===== config.mk =====
export PLATFORM = sky130hd
export DESIGN_NAME = serial_subtractor
export DESIGN_NICKNAME = d
export VERILOG_FILES = /design/src/rtl/arith_pkg.sv /design/src/rtl/full_subtractor.sv /design/src/rtl/logic_gates.sv /design/src/rtl/serial_subtractor.sv
export SDC_FILE = /design/constraint.sdc
export NUM_CORES = 1
export LEC_CHECK = 0
export BUFFER_PORTS_ARGS = -buffer_cell sky130_fd_sc_hd__buf_2
export CORE_MARGIN = 4
export CORE_UTILIZATION = 32
export CTS_BUF_LIST = sky130_fd_sc_hd__clkbuf_8
export DETAILED_ROUTE_END_ITERATION = 10
export SYNTH_ARGS = -nofsm -noshare
export SYNTH_HDL_FRONTEND = slang
export SYNTH_SLANG_ARGS = --single-unit

===== constraint.sdc =====
create_clock -name clk -period 2 [get_ports clk]
set_input_delay 0 -clock clk [delete_from_list [all_inputs] [get_ports clk]]
set_output_delay 0 -clock clk [all_outputs]
set_load 0.005 [all_outputs]

===== src/rtl/arith_pkg.sv =====
// Shared arithmetic definitions: FSM state encoding and default datapath width.
package arith_pkg;

  localparam int DEFAULT_WIDTH = 8;

  typedef enum logic [1:0] {
    ST_IDLE  = 2'd0,
    ST_SHIFT = 2'd1,
    ST_DONE  = 2'd2
  } state_t;

endpackage


===== src/rtl/full_subtractor.sv =====
// Gate-level one-bit full subtractor: d = a^b^bin, bout = (~a&b) | (~(a^b)&bin).
module full_subtractor (
  input  logic a,
  input  logic b,
  input  logic bin,
  output logic d,
  output logic bout
);

  logic a_x_b;
  logic a_n;
  logic a_x_b_n;
  logic brw_gen;
  logic brw_prop;

  xor_gate u_x_ab  (.a(a),     .b(b),    .y(a_x_b));
  xor_gate u_x_d   (.a(a_x_b), .b(bin),  .y(d));

  // Inverters are XOR gates tied to 1 so the cell uses only the gate library.
  xor_gate u_inv_a (.a(a),     .b(1'b1), .y(a_n));
  xor_gate u_inv_p (.a(a_x_b), .b(1'b1), .y(a_x_b_n));

  and_gate u_a_gen (.a(a_n),     .b(b),   .y(brw_gen));
  and_gate u_a_prp (.a(a_x_b_n), .b(bin), .y(brw_prop));
  or_gate  u_o_bo  (.a(brw_gen), .b(brw_prop), .y(bout));

endmodule


===== src/rtl/logic_gates.sv =====
// Two-input gate primitives used by the structural arithmetic cells.
module xor_gate (
  input  logic a,
  input  logic b,
  output logic y
);
  assign y = a ^ b;
endmodule

module and_gate (
  input  logic a,
  input  logic b,
  output logic y
);
  assign y = a & b;
endmodule

module or_gate (
  input  logic a,
  input  logic b,
  output logic y
);
  assign y = a | b;
endmodule


===== src/rtl/serial_subtractor.sv =====
// Bit-serial a - b, LSB first, one bit per clock through a single full-subtractor cell.
//   state    | meaning
//   ST_IDLE  | waiting for start; outputs hold the last result
//   ST_SHIFT | one operand bit per cycle, WIDTH cycles
//   ST_DONE  | one-cycle done pulse; start here chains the next operation
module serial_subtractor
  import arith_pkg::*;
#(
  parameter int WIDTH = DEFAULT_WIDTH
) (
  input  logic             clk,
  input  logic             rst,
  input  logic             start,
  input  logic [WIDTH-1:0] a,
  input  logic [WIDTH-1:0] b,
  output logic             busy,
  output logic             done,
  output logic [WIDTH-1:0] diff,
  output logic             bout,
  output logic             ovf
);

  localparam int CW = (WIDTH > 1) ? $clog2(WIDTH) : 1;
  localparam logic [CW-1:0] LAST_BIT = CW'(WIDTH - 1);

  state_t state;
  state_t state_nxt;

  logic [WIDTH-1:0] a_sr;
  logic [WIDTH-1:0] b_sr;
  logic [WIDTH-1:0] res_sr;
  logic [WIDTH-1:0] res_nxt;
  logic [CW-1:0]    bit_cnt;
  logic             borrow;
  logic             load;
  logic             shift_en;
  logic             last_bit;
  logic             fs_d;
  logic             fs_bo;

  full_subtractor u_fs (
    .a    (a_sr[0]),
    .b    (b_sr[0]),
    .bin  (borrow),
    .d    (fs_d),
    .bout (fs_bo)
  );

  assign last_bit = (bit_cnt == LAST_BIT);
  assign res_nxt  = {fs_d, res_sr[WIDTH-1:1]};

  always_comb begin
    state_nxt = state;
    load      = 1'b0;
    shift_en  = 1'b0;
    case (state)
      ST_IDLE: begin
        if (start) begin
          load      = 1'b1;
          state_nxt = ST_SHIFT;
        end
      end
      ST_SHIFT: begin
        shift_en = 1'b1;
        if (last_bit) begin
          state_nxt = ST_DONE;
        end
      end
      ST_DONE: begin
        if (start) begin
          load      = 1'b1;
          state_nxt = ST_SHIFT;
        end else begin
          state_nxt = ST_IDLE;
        end
      end
      default: state_nxt = ST_IDLE;
    endcase
  end

  always_ff @(posedge clk) begin
    if (rst) begin
      state <= ST_IDLE;
    end else begin
      state <= state_nxt;
    end
  end

  always_ff @(posedge clk) begin
    if (rst) begin
      a_sr    <= '0;
      b_sr    <= '0;
      res_sr  <= '0;
      bit_cnt <= '0;
      borrow  <= 1'b0;
    end else if (load) begin
      a_sr    <= a;
      b_sr    <= b;
      res_sr  <= '0;
      bit_cnt <= '0;
      borrow  <= 1'b0;
    end else if (shift_en) begin
      a_sr   <= a_sr >> 1;
      b_sr   <= b_sr >> 1;
      res_sr <= res_nxt;
      borrow <= fs_bo;
      if (!last_bit) begin
        bit_cnt <= bit_cnt + CW'(1);
      end
    end
  end

  // Results are written on the edge that enters DONE so they are valid with the pulse.
  // The borrow into the MSB is still in the flop at that edge, so ovf uses it directly.
  always_ff @(posedge clk) begin
    if (rst) begin
      diff <= '0;
      bout <= 1'b0;
      ovf  <= 1'b0;
    end else if (shift_en && last_bit) begin
      diff <= res_nxt;
      bout <= fs_bo;
      ovf  <= borrow ^ fs_bo;
    end
  end

  assign busy = (state == ST_SHIFT);
  assign done = (state == ST_DONE);

endmodule


==> impl_results.md, run 1 <==
* Worst Path Required at about 2200 ps
* Slew HR at roughly 70%
* CP top delay family: simple AND/OR/NAND/NOR gates
* CTS tree: done
* Crit share post-route at around three quarters
* CTS sink count at 39
* # Post-CTS Setup Buffers at 0
* RSZ-0062 raised after global routing: false
* Total Routing Usage GR at between 10% and 20%
* Syn Area/Cell at a little under 9 sq um
* Worst Path Buf+Inv at 0
* CORE AREA at around 0.0048 sq mm
* Worst Setup End Kind: register
* Critical path's most frequent cell: ha_1
* Crit Path Max Fanout at 11
* Grt ovf at 0
* Syn Std Cell Area at 0.00159 sq mm
* Max-cap viol count at 0
* Clock tree buffer depth at 2
* Failing checks: hold timing
* Hold Path Depth at 3
* Nets at between 200 and 250
* Worst hold slack at -4.59 ps
* Critical-path top delay cell: and3b_1
* Layout cells sized above 1 at ~21%
* FP Rows at 25
* Largest net degree at the start of global routing at 29
* Leading area contributor after synthesis: dfxtp_1
* Synth area leaders: dfxtp_1, nand2_1, a21oi_1, nor3_1, nor2_1
* Die X at about 78 microns
* H-tree Lvls at 2
* Worst min-delay path startpoint: b[0]
* Post-DR wirelength/cell at between 10 and 15 microns
* Final Hold Fails at 1
* Cells resized by post-CTS repair at 0
* Gp weighted congestion at 0.716
* Distinct cells, synth at 30
* CP Launch Type: register
* WL final at approximately 3300 microns
* Leakage power at between 0.7 and 0.8 nW
* Synth Area in Adders at under 10%
* Clock Skew at slightly above 6 ps
* Setup TNS Final at 0 ps
* RR Endpoint: bout$_SDFFE_PP0P_
* Clock latency on the worst-skew pair at about 290 ps
* Finish-stage setup viols at 0
* Max Fclk at ~650 MHz
* Met1 wire length at 1550 microns
* Hpwl dp at roughly 2100 microns
* Proportion of synthesized area in mux cells at under 10%
* Syn Nets at a little over 200
* Post-synth top area share at between 40% and 50%
* Wire length of the first global-routing pass at ~5700 microns
* Most common cell after layout, fill and taps aside: nand2_1
* Commonest non-fill, non-tap cells in the layout: nand2_1, dfxtp_1, buf_2, a21oi_1, nor3_1
* Post-Synth Simple-Gate Area at 22.7%
* Crit-path max cell delay at 420 ps
* Clock Pin Slew Worst Setup and Hold Paths at approximately 70 ps
* Sequential area share after synthesis at between 40% and 50%
* Vias per Instance at between 4 and 5
* Worst Slack Setup Final at about 470 ps
* IO buf count at 30
* R2R Setup Slk at roughly 470 ps
* Metal2 WL at roughly 1600 microns
* Initial antenna violation count at 0
* Worst vdd ir at 275 uV
* Slew Limit Fails at 0
* YS warnings at 0
* # hold bufs at CTS at 4
* Starting Density at approximately a third
* Outcome: complete, but fails checks
* Compound-Gate Fraction of Synth Area at 15.5%
* Detailed-route DRC error count at 0
* Die height at between 70 and 80 microns
* Pre-CTS setup slack at between 400 and 500 ps
* Register bit count reported by yosys at 39
* Num CTS Buffers at 5
* Met3 WL at 122 microns
* Synth-to-layout area growth at 18.1%
* Post-Syn Instances at approximately 180
* Worst reg2reg path startpoint: bit_cnt[0]$_SDFFE_PP0P_
* Antenna viol nets, final at 0
* IO Pins at 31
* Post-synthesis xor/xnor area fraction at 1.10%
* Root Driver: clkbuf_8
* Min-Delay Endpoint: b_sr[0]$_SDFFE_PP0P_
* Pwr/cell area at 838 mW/mm^2
* Worst path cell trace: ha_1 -> ha_1 -> and3b_1 -> nor2_1 -> a211oi_1
* Tightest Pin Transition at ~460 ps
* Critical path data arrival time at approximately 1700 ps
* Hold crit path type: primary input to register
* Worst reg2reg path depth at 5
* Die footprint at roughly 0.0061 sq mm
* Main combinational cell family by area after synthesis: simple AND/OR/NAND/NOR gates
* Number of global-route vias before repair at 1258
* CP Class: register to register
* Antenna cells at 0
* Crit path time final at 1530 ps
* Via count at between 1000 and 1500
* DR top layer: met4
* DR pass1 iterations at 4
* Initial drt markers at 91
-- worst min-delay path, stage by stage --
cell and delay [ps]:
buf_2 80, a22oi_1 60, a21oi_1 110
-- worst max path at each step --
stage,from,end,slack [ps],cells past startpoint
after global routing,bit_cnt[0]$_SDFFE_PP0P_,bout$_SDFFE_PP0P_,330,5
after detailed placement,bit_cnt[0]$_SDFFE_PP0P_,bout$_SDFFE_PP0P_,450,5
final,bit_cnt[0]$_SDFFE_PP0P_,bout$_SDFFE_PP0P_,470,5
after CTS,bit_cnt[0]$_SDFFE_PP0P_,bout$_SDFFE_PP0P_,460,5
after global placement,bit_cnt[0]$_SDFFE_PP0P_,bout$_SDFFE_PP0P_,570,5
after floorplan,bit_cnt[0]$_SDFFE_PP0P_,bout$_SDFFE_PP0P_,660,5
-- cells by family after synthesis --
kind of cell / after synthesis
XOR/XNOR: 2
flip-flops: 39
multiplexers: 2
AO/OA/AOI/OAI: 39
AND/OR/NAND/NOR: 80
buffers and inverters: 16
adder cells (fa/ha/maj): 3
-- flip-flops by register name (all words and copies together), names as in the netlist --
name / count
a_sr: 8
res_sr: 7
borrow: 1
b_sr: 8
bout: 1
diff: 8
bit_cnt: 3
state: 2
ovf: 1
-- report_power, final --
group          internal (mW)  total [mW]  switching, mW  leakage, nW
clock network          0.309       0.568          0.259       0.0557
logic                 0.0725       0.170         0.0979        0.352
registers              0.811       0.831         0.0198        0.318
total                   1.19        1.57          0.376        0.725
-- cell usage after synthesis --
master    number
a211oi_1       2
a21oi_1       21
a22oi_1        3
a311oi_1       3
a311oi_2       2
and2b_1        1
and3b_1        1
buf_2          4
buf_4          1
buf_6          3
buf_8          2
clkbuf_1       3
dfxtp_1       39
fa_1           1
ha_1           2
inv_1          2
inv_4          1
mux2i_1        2
nand2_1       44
nand2b_1       2
nand2b_4       1
nand3_1        3
nand3b_1       1
nor2_1        11
nor2b_1        1
nor3_1        14
nor3b_2        1
o21ai_0        2
o22ai_1        6
xnor2_1        2
-- metal layers --
layer | global-route usage (%) | up-vias
met5 | 0 | -
met4 | 5.24 | 0
met3 | 3.33 | 7
met2 | 18.8 | 22
met1 | 14.6 | 591
li1 | - | 676
-- stage by stage --
stage / hold WS, ps / instance area (sq um) / cells / util, % / total power, mW
floorplan: 181 / 1590 / 181 / - / 0.986
global placement: 290 / 1730 / 267 / 36.4 / 1.01
detailed placement: 280 / 1730 / 267 / 36.4 / 1.01
CTS: 5.91 / 1870 / 279 / 39.4 / 1.58
global route: 19.8 / 1870 / 279 / 39.4 / 1.65
finish: -4.59 / 1870 / 279 / 39.4 / 1.57
-- layout make-up --
class / instances / area (sq um)
fill: 505 / 2880
sequential: 39 / 781
multi-input combinational: 126 / 689
timing repair buffer: 36 / 205
clock buffer: 7 / 96.3
tap: 67 / 83.8
inverter: 3 / 13.8
clock inverter: 1 / 3.75
Note: power is estimated with default switching activity, not from simulation.
==> run 2, diff against run 1 <==
==> constraint.sdc (replaced) <==
create_clock -name clk -period 1.4 [get_ports clk]
set_input_delay 0 -clock clk [delete_from_list [all_inputs] [get_ports clk]]
set_output_delay 0 -clock clk [all_outputs]
set_load 0.005 [all_outputs]
==> run 2 against run 1 <==
Effect of this change:
- the flow now finishes without violations
- die area did not move
- core utilization rose by 1.7 points
- maximum frequency rose by 14%
- sequential share of layout area fell by 1.7 points
- register-to-register slack got worse by 420 ps
- sequential cell count did not move
- first-iteration DRC count rose by 14%
- non-clock buffer count rose by 4
- cell count rose by 2.2%
- largest cell class unchanged
==> impl_results.md, run 2 (synthesized netlist as in run 1, its figures left out) <==
* Leakage power at ~0.76 nW
* Max Fclk at about 740 MHz
* Crit path time final at ~1300 ps
* Largest net degree at the start of global routing at 29
* Final non-filler cell total at 285
* Starting Density at between 30 and 40%
* Initial antenna violation count at 0
* CORE AREA at ~0.0048 sq mm
* CTS sink count at 39
* Final Hold Fails at 0
* IO Pins at 31
* R2R Setup Slk at ~57 ps
* Root Driver: clkbuf_8
* Worst vdd ir at between 400 and 500 uV
* IO buf count at 30
* DP Area at between 0.0015 and 0.002 sq mm
* Slew Limit Fails at 0
* Critical path data arrival time at 1550 ps
* Via count at between 1000 and 1500
* Clock latency on the worst-skew pair at around 290 ps
* Clock Skew at 6.95 ps
* CP Launch Type: register
* Antenna cells at 0
* Slew HR at approximately two thirds
* Commonest non-fill, non-tap cells in the layout: nand2_1, dfxtp_1, buf_2, a21oi_1, nor3_1
* Die footprint at a little over 0.006 sq mm
* # Post-CTS Setup Buffers at 0
* Clock tree buffer depth at 2
* Crit Path Max Fanout at 6
* Die height at about 78 microns
* Num CTS Buffers at 5
* Synth-to-layout area growth at 23.3%
* Wire length of the first global-routing pass at roughly 5700 microns
* Clock Pin Slew Worst Setup and Hold Paths at approximately 70 ps
* H-tree Lvls at 2
* DR pass1 iterations at 4
* Hpwl dp at 2190 microns
* Number of global-route vias before repair at between 1000 and 1500
* Critical path origin: bit_cnt[0]$_SDFFE_PP0P_
* Top flop regs: a_sr x8, b_sr x8, diff x8
* Worst Path Required at 1610 ps
* Detailed-route DRC error count at 0
* Max-cap viol count at 0
* Worst Setup End Kind: register
* Antenna viol nets, final at 0
* FP Rows at 25
* Post-DR wirelength/cell at 12.8 microns
* Finish-stage setup viols at 0
* Post-placement cell count at 270
* Final Power at roughly 2.2 mW
* CTS tree: done
* Total Routing Usage GR at 12.1%
* Most common cell after layout, fill and taps aside: nand2_1
* Nets at about 240
* Worst reg2reg path startpoint: bit_cnt[0]$_SDFFE_PP0P_
* Hold crit path type: primary input to register
* Crit share post-route at between 90% and 100%
* WL final at ~3700 microns
* Gp weighted congestion at 0.722
* Pwr/cell area at ~1100 mW/mm^2
* Grt ovf at 0
* Setup TNS Final at 0 ps
* Layout cells sized above 1 at around a quarter
* Fin area at just under 0.002 sq mm
* Outcome: complete, no violations
* Worst min-delay path startpoint: a[1]
* Vias per Instance at about 4.7
* Die X at between 70 and 80 microns
* Initial drt markers at between 100 and 150
* Worst hold slack at just over 2 ps
* Tightest Pin Transition at approximately 500 ps
* CP Class: register to register
## run 2: cell count changes in the layout (fill, tap and decap cells not counted), sizes merged
| cell | previous run | this run |
|---|---|---|
| buf | 32 | 35 |
| dlygate4sd3 | 4 | 5 |
| and3b | 1 | 2 |
| clkbuf | 7 | 5 |
| clkinv | 0 | 3 |
## run 2: where the power goes
part	switching (mW)	internal, mW	leakage, nW
logic	0.153	0.126	0.390
clock network	0.385	0.335	0.0505
registers	0.0311	1.16	0.318
## run 2: final timing paths
kind,end,cells after the start
max,bout$_SDFFE_PP0P_,5
min,a_sr[1]$_SDFFE_PP0P_,3
max reg2reg,bout$_SDFFE_PP0P_,5
min reg2reg,diff[4]$_SDFFE_PP0P_,2
## run 2: worst max-delay path, stage by stage, from the launching register on
cell and delay [ps]:
dfxtp_1 330, ha_1 200, ha_4 180, and3b_2 280
nor2_1 60, a211oi_1 220
## run 2: timing repair
action / CTS / global route
pin swaps: 0 / 0
resized for setup: 2 / 10
cloned: 0 / 2
endpoints found under the hold margin: 5 / 0
hold buffers: 5 / 0
endpoints found under the setup margin: 10 / 8
## run 2: through the flow
step	setup WS, ps	utilization [%]
finish	56.7	41.1
CTS	10.8	40.0
floorplan	58.9	-
detailed placement	-105	37.2
global route	-17.0	41.1
global placement	-43.9	37.2
## run 2: layer usage
layer / GRT usage, % / part of all wire, %
met1: 14.3 / 45
met2: 19.3 / 48
met3: 4.47 / 4.0
met4: 6.12 / 2.5
met5: 0 / 0
## run 2: cell type report
type | instances | area [sq um]
clock buffer | 5 | 68.8
clock inverter | 3 | 12.5
multi-input combinational | 127 | 737
timing repair inverter | 1 | 5.00
sequential | 39 | 782
timing repair buffer | 40 | 250
inverter | 3 | 16.3
tap | 67 | 83.8
fill | 502 | 2800
==> run 3, diff against run 2 <==
--- a/config.mk
+++ b/config.mk
@@ -7,9 +7,10 @@
 export LEC_CHECK = 0
 export BUFFER_PORTS_ARGS = -buffer_cell sky130_fd_sc_hd__buf_2
 export CORE_MARGIN = 4
-export CORE_UTILIZATION = 32
+export CORE_UTILIZATION = 51
 export CTS_BUF_LIST = sky130_fd_sc_hd__clkbuf_8
 export DETAILED_ROUTE_END_ITERATION = 10
+export PLACE_DENSITY = 0.78
 export SYNTH_ARGS = -nofsm -noshare
 export SYNTH_HDL_FRONTEND = slang
 export SYNTH_SLANG_ARGS = --single-unit
==> run 3 against run 2 <==
Effect of this change:
- first-iteration DRC count grew 45%
- combinational power shrank 8.6%
- clock power decreased by 6.9%
- sequential cell count stayed put
- critical path depth stayed put
- total power shrank 3.4%
- critical path type unchanged
- largest cell class unchanged
==> impl_results.md, run 3 (synthesized netlist as in run 1, its figures left out) <==
* DR top layer: met4
* CP Class: register to register
* CTS sink count at 39
* Grt ovf at 0
* Max Fclk at 751 MHz
* Min-Delay Endpoint: a_sr[1]$_SDFFE_PP0P_
* Hold crit path type: primary input to register
* Leakage power at around 0.73 nW
* Num CTS Buffers at 5
* Setup TNS Final at 0 ps
* RR Endpoint: bout$_SDFFE_PP0P_
* Worst reg2reg path depth at 5
* CTS tree: done
* Clock latency on the worst-skew pair at roughly 290 ps
* Crit share post-route at between 90% and 100%
* Clock tree buffer depth at 2
* Number of global-route vias before repair at around 1300
* Nets at 238
* Top flop regs: a_sr x8, b_sr x8, diff x8
* DR pass1 iterations at 4
* Multi-input gate area at between 700 and 800 sq um
* FF/Latch Area at a little under 800 sq um
* Via count at around 1400
* Die X at ~64 microns
* Starting Density at between 50% and 60%
* Worst reg2reg path startpoint: bit_cnt[0]$_SDFFE_PP0P_
* Worst Setup End Kind: register
* Root Driver: clkbuf_8
* Commonest non-fill, non-tap cells in the layout: nand2_1, dfxtp_1, buf_2, a21oi_1, nor3_1
* Total Routing Usage GR at between 10% and 20%
* Crit path time final at about 1300 ps
* Slew Limit Fails at 0
* Layout Utilization at between 60% and 70%
* Most common cell after layout, fill and taps aside: nand2_1
* Largest net degree at the start of global routing at 29
* # Post-CTS Setup Buffers at 0
* Post-DR wirelength/cell at approximately 14 microns
* Synth-to-layout area growth at 17.4%
* Hold Path Depth at 3
* Tightest Pin Transition at 440 ps
* WL final at 3360 microns
* Slew HR at 70.7%
* Vias per Instance at approximately 5.5
* Clock Skew at between 3 and 4 ps
* Initial antenna violation count at 0
* RSZ-0062 raised after global routing: false
* FP Rows at 19
* Antenna viol nets, final at 0
* Die height at 63.8 microns
* Detailed-route DRC error count at 0
* Initial drt markers at 151
* Layout cells sized above 1 at a little under a quarter
* Clock Pin Slew Worst Setup and Hold Paths at about 70 ps
* Critical path data arrival time at ~1500 ps
* Worst vdd ir at between 600 and 700 uV
* H-tree Lvls at 2
* Met1 wire length at 1530 microns
* Worst Path Required at approximately 1600 ps
* Max-cap viol count at 0
* Die footprint at ~0.0041 sq mm
* CORE AREA at roughly 0.0029 sq mm
* Worst min-delay path startpoint: a[1]
* Crit Path Max Fanout at 6
* Finish-stage setup viols at 0
* Metal2 WL at between 1500 and 2000 microns
* Wire length of the first global-routing pass at about 5700 microns
* Pwr/cell area at 1140 mW/mm^2
* R2R Setup Slk at 70 ps
* IO buf count at 30
* Final Hold Fails at 0
* CP Launch Type: register
* Met3 WL at around 220 microns
* Gp weighted congestion at 0.742
* Antenna cells at 0
* Outcome: complete, no violations
* IO Pins at 31
* Hpwl dp at 2140 microns
* Fillers at 240
run 3: layer usage:
layer  global-route usage, %  vias up
met1                    22.3      625
met2                    27.5       40
met5                       0        -
li1                        -      683
met3                    7.53        4
met4                    5.66        0
run 3: per-stage QoR:
step | power (mW) | std cells | hold slack [ps] | area, sq um | worst slack, ps
final | 2.11 | 246 | 6.94 | 1860 | 68.8
after global routing | 2.23 | 246 | 9.85 | 1860 | 1.15
after CTS | 2.13 | 244 | 3.12 | 1820 | 36.0
after global placement | 1.45 | 235 | 289 | 1720 | 0.111
after detailed placement | 1.45 | 235 | 294 | 1720 | -97.4
after floorplan | 1.41 | 181 | 181 | 1590 | 58.9
run 3: timing repair:
item / 4_1_cts / 5_1_grt
pin swaps: 0 / 0
gates cloned: 1 / 0
hold buffers: 2 / 2
endpoints found under the setup margin: 10 / 14
hold endpoints to repair: 2 / 2
gates resized for setup: 2 / 5
run 3: final cells by class:
class | count | share of cell area (%)
Clock buffer | 5 | 3.70
Clock inverter | 1 | 0.202
Inverter | 3 | 0.874
Multi-Input combinational cell | 127 | 38.5
Sequential cell | 39 | 42.0
Tap cell | 31 | 2.08
Timing Repair Buffer | 40 | 12.6
run 3: critical path, stage by stage (launching register included):
cell and delay [ps]:
dfxtp_1 350, ha_2 200, ha_4 160, and3b_2 270, nor2_1 60, a211oi_1 220
run 3: how the worst max path moves through the flow:
| stage | from | end | slack [ps] | cells after the start |
|---|---|---|---|---|
| CTS | bit_cnt[0]$_SDFFE_PP0P_ | bit_cnt[0]$_SDFFE_PP0P_ | 40 | 5 |
| detailed placement | bit_cnt[0]$_SDFFE_PP0P_ | bout$_SDFFE_PP0P_ | -100 | 5 |
| global route | bit_cnt[0]$_SDFFE_PP0P_ | bit_cnt[1]$_SDFFE_PP0P_ | 1 | 5 |
| global placement | bit_cnt[0]$_SDFFE_PP0P_ | bout$_SDFFE_PP0P_ | 0.1 | 5 |
| finish | bit_cnt[0]$_SDFFE_PP0P_ | bout$_SDFFE_PP0P_ | 70 | 5 |
| floorplan | bit_cnt[0]$_SDFFE_PP0P_ | bout$_SDFFE_PP0P_ | 60 | 5 |
run 3: power breakdown:
part           leakage [nW]  internal, mW  switching, mW
Clock                0.0413         0.324          0.346
Sequential            0.318          1.16         0.0302
Combinational         0.370         0.113          0.142
